<file path="src/rtl/dma_read_unit.sv">
// Streaming DMA read engine: issues NUM_WORDS sequential 64-bit reads to an arbiter
// and forwards the returned data in order through a credit-protected output FIFO.
module dma_read_unit #(
    parameter int NUM_WORDS  = 16,
    parameter int FIFO_DEPTH = 4
) (
    input  logic        clk,
    input  logic        rst,
    input  logic        start,
    input  logic [63:0] base_addr,
    output logic        busy,
    output logic        done,
    output logic        mem_req,
    output logic        mem_we,
    output logic [63:0] mem_addr,
    output logic [63:0] mem_wdata,
    input  logic        mem_gnt,
    input  logic        mem_valid,
    input  logic [63:0] mem_rdata,
    output logic        out_valid,
    output logic [63:0] out_data,
    input  logic        out_ready
);

    // state | meaning
    // IDLE  | waiting for start
    // ISSUE | issuing read requests while FIFO credit allows
    // DRAIN | all requests accepted; waiting for returns and pops
    typedef enum logic [1:0] {IDLE, ISSUE, DRAIN} state_t;

    localparam int PW = $clog2(FIFO_DEPTH);
    localparam int CW = $clog2(FIFO_DEPTH + 1);
    localparam logic [15:0] LAST_IDX = 16'(NUM_WORDS - 1);
    localparam logic [16:0] TOTAL    = 17'(NUM_WORDS);
    localparam logic [CW:0] DEPTH    = (CW + 1)'(FIFO_DEPTH);

    state_t        state_q, state_d;
    logic [63:0]   addr_q, addr_d;
    logic [15:0]   issue_cnt_q, issue_cnt_d;
    logic [16:0]   pop_cnt_q, pop_cnt_d;
    logic [CW-1:0] outst_q, outst_d;
    logic [CW-1:0] count_q, count_d;
    logic [PW-1:0] wr_ptr_q, wr_ptr_d;
    logic [PW-1:0] rd_ptr_q, rd_ptr_d;
    logic [63:0]   fifo_q [FIFO_DEPTH];
    logic [63:0]   fifo_d [FIFO_DEPTH];
    logic          done_q, done_d;

    logic [CW:0]   inflight;
    logic          accept;
    logic          push;
    logic          pop;

    // Outstanding reads plus buffered words never exceed the FIFO depth, so a
    // granted read always has a slot waiting for its data.
    assign inflight  = {1'b0, outst_q} + {1'b0, count_q};
    assign mem_req   = (state_q == ISSUE) && (inflight < DEPTH);
    assign accept    = mem_req && mem_gnt;
    assign push      = mem_valid && (outst_q != '0);
    assign out_valid = (count_q != '0);
    assign pop       = out_valid && out_ready;

    assign busy      = (state_q != IDLE);
    assign done      = done_q;
    assign mem_we    = 1'b0;
    assign mem_wdata = '0;
    assign mem_addr  = addr_q;
    assign out_data  = fifo_q[rd_ptr_q];

    always_comb begin
        state_d     = state_q;
        addr_d      = addr_q;
        issue_cnt_d = issue_cnt_q;
        pop_cnt_d   = pop_cnt_q;
        outst_d     = outst_q;
        count_d     = count_q;
        wr_ptr_d    = wr_ptr_q;
        rd_ptr_d    = rd_ptr_q;
        fifo_d      = fifo_q;
        done_d      = 1'b0;

        if (accept && !push) begin
            outst_d = outst_q + CW'(1);
        end else if (!accept && push) begin
            outst_d = outst_q - CW'(1);
        end

        if (push && !pop) begin
            count_d = count_q + CW'(1);
        end else if (!push && pop) begin
            count_d = count_q - CW'(1);
        end

        if (push) begin
            fifo_d[wr_ptr_q] = mem_rdata;
            wr_ptr_d         = wr_ptr_q + PW'(1);
        end

        if (pop) begin
            rd_ptr_d  = rd_ptr_q + PW'(1);
            pop_cnt_d = pop_cnt_q + 17'd1;
        end

        case (state_q)
            IDLE: begin
                if (start) begin
                    addr_d      = base_addr;
                    issue_cnt_d = '0;
                    pop_cnt_d   = '0;
                    outst_d     = '0;
                    state_d     = ISSUE;
                end
            end
            ISSUE: begin
                if (accept) begin
                    addr_d      = addr_q + 64'd8;
                    issue_cnt_d = issue_cnt_q + 16'd1;
                    if (issue_cnt_q == LAST_IDX) begin
                        state_d = DRAIN;
                    end
                end
            end
            DRAIN: begin
                if ((outst_q == '0) && (count_q == '0) && (pop_cnt_q == TOTAL)) begin
                    state_d = IDLE;
                    done_d  = 1'b1;
                end
            end
            default: state_d = IDLE;
        endcase
    end

    always_ff @(posedge clk) begin
        if (rst) begin
            state_q     <= IDLE;
            addr_q      <= '0;
            issue_cnt_q <= '0;
            pop_cnt_q   <= '0;
            outst_q     <= '0;
            count_q     <= '0;
            wr_ptr_q    <= '0;
            rd_ptr_q    <= '0;
            done_q      <= 1'b0;
            for (int i = 0; i < FIFO_DEPTH; i++) begin
                fifo_q[i] <= '0;
            end
        end else begin
            state_q     <= state_d;
            addr_q      <= addr_d;
            issue_cnt_q <= issue_cnt_d;
            pop_cnt_q   <= pop_cnt_d;
            outst_q     <= outst_d;
            count_q     <= count_d;
            wr_ptr_q    <= wr_ptr_d;
            rd_ptr_q    <= rd_ptr_d;
            done_q      <= done_d;
            fifo_q      <= fifo_d;
        end
    end

endmodule

</file>
<file path="config.mk">
export PLATFORM = sky130hd
export DESIGN_NAME = dma_read_unit
export DESIGN_NICKNAME = d
export VERILOG_FILES = /design/src/rtl/dma_read_unit.sv
export SDC_FILE = /design/constraint.sdc
export NUM_CORES = 1
export LEC_CHECK = 0
export ABC_AREA = 1
export CELL_PAD_IN_SITES_DETAIL_PLACEMENT = 0
export CELL_PAD_IN_SITES_GLOBAL_PLACEMENT = 1
export CORE_UTILIZATION = 34
export CTS_CLUSTER_DIAMETER = 120
export DETAILED_ROUTE_END_ITERATION = 10
export MAX_ROUTING_LAYER = met4
export PLACE_DENSITY_LB_ADDON = 0.1
export SYNTH_ARGS = -nofsm -noshare
export SYNTH_HDL_FRONTEND = slang
export SYNTH_SLANG_ARGS = --single-unit
export TNS_END_PERCENT = 20
</file>
<file path="constraint.sdc">
create_clock -name clk -period 2.29 [get_ports clk]
set_input_delay 0.5725 -clock clk [delete_from_list [all_inputs] [get_ports clk]]
set_output_delay 0.5725 -clock clk [all_outputs]
set_load 0.1 [all_outputs]
</file>
==> results.yml <==
run_status:
  status: "finished, violations left"
  violations: "negative setup slack"
pwr:
  power_density_mw_per_mm2: 1180
  peakVddDrop_v: 0.00143
  p_leak_uw: 0.00942
worst_setup_path:
  path_max_fanout: 8
  crit_required_ns: 1.72
  setup.worst_path.class: "reg -> out"
  cp-end-kind: "output pin"
  timing.rr.end: "fifo_q[195]$_SDFFE_PP0P_"
  startpoint_type: "register"
  cp_data_arrival_time_ns: 1.96
  reg2reg_from: "outst_q[1]$_SDFF_PP0_"
  r2r_setup_slack_ns: 0.11
  reg2reg_depth: 10
logic_synthesis:
  syn-cell-area_mm2: 0.0190
  synth_cells: 2897
  ys_seq_elements: 366
  avgSynthCellArea_um2: 6.57
  synth_cell_types: 44
  ys_seq_area_frac: 0.385
  yosysWarnings: 0
drt:
  dr_total_vias: 20406
  drcViolationCount: 0
  first_pass_iters: 7
  wl_mm: 73.1
  drt-initial-drc-count: 1456
  wl_per_cell_um: 18.6
  postRouteAntennaNets: 0
  viasPerCell: 5.19
min_path:
  whs_path_depth: 2
  min_to: "issue_cnt_q[15]$_SDFFE_PP0P_"
  hp-start: "rst"
  min_path_type: "in -> reg"
grt:
  antenna_found_initial: 8
  grt_usage: 0.259
  grt_max_degree: 154
  grt_overflow: 0
  grt_pass1_wl_mm: 113
  grt_pass1_vias: 19625
cells_and_area:
  final_common_cell: "nand2_1"
  fin_cells: 3929
  layout_common_cells: "630 x nand2_1, 359 x nor2_1, 359 x dfxtp_1"
  fin_nets: 3290
  fill_cells: 5517
  drive_above_1_share: 0.160
  syn_to_final_growth_pct: 38.2
  final_area_mm2: 0.0263
sta:
  setup_viol: 65
  worstMarginPinSlew_ns: 0.807
  hold_violations: 0
  fin_crit_ns: 2.53
  drv_slew: 0
  fin_skew_ns: 0.0164
  rsz0062_at_grt: "yes"
  max-slew-margin-rel: 0.462
  timing.hold.ws_ns: 0.221
  min_period_over_period: 1.11
  finalWorstSetupSlack_ns: -0.242
  fmax_mhz: 395
  fin_setup_tns_ns: -11.58
clock_tree:
  cts_tree: "built"
  path_clk_slew_ns: 0.06
  clock_sinks: 366
  root_buffer: "clkbuf_16"
  numCtsBuffers: 44
  clock_latency_ns: 0.57
  cts.htree.levels: 2
  cts.path.max_buffers: 3
floorplan:
  die_h_um: 239
  start_util: 0.345
  core-area_mm2: 0.0552
  pin_count: 331
  core.rowCount: 86
  die_w_um: 239
  die_area_mm2: 0.0569
placed_design:
  port_buffers: 265
  dp.cells: 3819
  gp_congestion: 0.890
  dp.final_hpwl_mm: 47.2
  dpl-instance-area_mm2: 0.0240
flow_run:
  drv_cap: 0
-- layer usage --
layer	wire length [µm]	GRT usage	vias up
li1	-	-	10010
met1	33100	0.344	9704
met2	34200	0.406	587
met3	4120	0.0390	105
met4	1650	0.0761	0
met5	0	-	-
-- metrics by stage --
stage	util	total power (µW)	setup slack (ns)
3_3_place_gp	0.434	22500	-0.201
4_1_cts	0.471	30900	-0.273
5_1_grt	0.476	32100	-0.300
6_report	0.476	31000	-0.242
3_5_place_dp	0.434	22500	-0.0950
2_1_floorplan	-	17300	-0.217
-- synth_stat cells --
master,instances,area (µm²)
or2_0,2,12.5
nor2_2,13,81.3
a211oi_2,4,50.1
a31oi_1,4,25.0
nor3_2,1,10.0
clkbuf_2,1,5.00
o211ai_1,4,30.0
nor3b_1,2,15.0
nand2_4,1,11.3
nor2_4,5,56.3
clkinv_1,1,3.75
buf_4,69,518
o21ai_1,5,25.0
ha_1,14,175
a211oi_1,3,22.5
nand2_2,8,50.1
xnor2_1,2,17.5
buf_6,4,45.0
nor2_1,381,1430
nor3_4,1,16.3
clkbuf_1,125,469
a21oi_1,351,1760
nor3_1,30,150
o21ai_2,1,8.76
and2_1,1,6.26
inv_2,5,18.8
o31ai_1,1,7.51
or2_2,3,18.8
nand4_1,23,144
o21ai_0,209,1050
nor4_1,3,18.8
o22ai_1,65,407
fa_1,1,20.0
buf_2,52,260
nand3b_1,5,37.5
buf_1,6,22.5
xor2_1,12,105
nand3_1,335,1680
dfxtp_1,366,7330
nand2_1,637,2390
conb_1,1,3.75
o21bai_1,1,7.51
nand3_2,1,10.0
inv_1,138,518
-- how the worst max path moves through the flow --
stage	slack (ns)	startpoint	to	cells past startpoint
after floorplan	-0.22	rd_ptr_q[0]$_SDFFE_PP0N_	out_data[11]	6
after global placement	-0.20	mem_valid	count_q[2]$_SDFFE_PP0P_	10
after detailed placement	-0.09	mem_valid	count_q[2]$_SDFFE_PP0P_	10
after CTS	-0.27	rd_ptr_q[0]$_SDFFE_PP0N_	out_data[42]	6
after global routing	-0.30	rd_ptr_q[0]$_SDFFE_PP0N_	out_data[35]	6
final	-0.24	rd_ptr_q[0]$_SDFFE_PP0N_	out_data[41]	6
-- sequential cells by signal, indices dropped and copies added (netlist names) --
register and flops:
count_q 3, done 1, fifo_q 256, issue_cnt_q 16
mem_addr 64, outst_q 3, pop_cnt_q 17, rd_ptr_q 2
state_q 2, wr_ptr_q 2
-- final cells by class --
type	count	area (µm²)	share of cell area
clock buffer	63	1310	0.0497
sequential	366	7350	0.279
multi-input combinational	2194	11000	0.420
timing repair buffer	391	4900	0.186
tap	748	936	0.0356
inverter	144	552	0.0210
antenna	8	20.0	0.000761
clock inverter	15	201	0.00766
-- where the power goes --
| group | internal, µW | total, µW | switching, µW | leakage (µW) |
|---|---|---|---|---|
| logic | 5460 | 16500 | 11100 | 0.00573 |
| registers | 6710 | 7140 | 422 | 0.00297 |
| clock network | 4420 | 7310 | 2890 | 0.000720 |
| total | 16600 | 31000 | 14400 | 0.00942 |
-- kinds of logic after synthesis --
kind of cell | Yosys count | synth area share
AO/OA/AOI/OAI | 648 | 0.178
XOR/XNOR | 14 | 0.00644
adder cells (fa/ha/maj) | 15 | 0.0103
buffers and inverters | 401 | 0.0978
flip-flops | 366 | 0.385
other | 1 | 0.000197
AND/OR/NAND/NOR | 1452 | 0.322
-- critical path, stage by stage (launching register included) --
cell and delay [ns]:
dfxtp_4 0.37, buf_12 0.12, buf_16 0.16, buf_16 0.16, o21ai_2 0.09, o22ai_4 0.24
buf_12 0.21
-- repair_timing --
item	in CTS	in global routing
gates resized for setup	109	77
buffers inserted	9	5
cloned	9	1
setup endpoints to repair	65	68
pin swaps	17	24
hold buffers	0	0
Note: power is estimated with default switching activity, not from simulation.
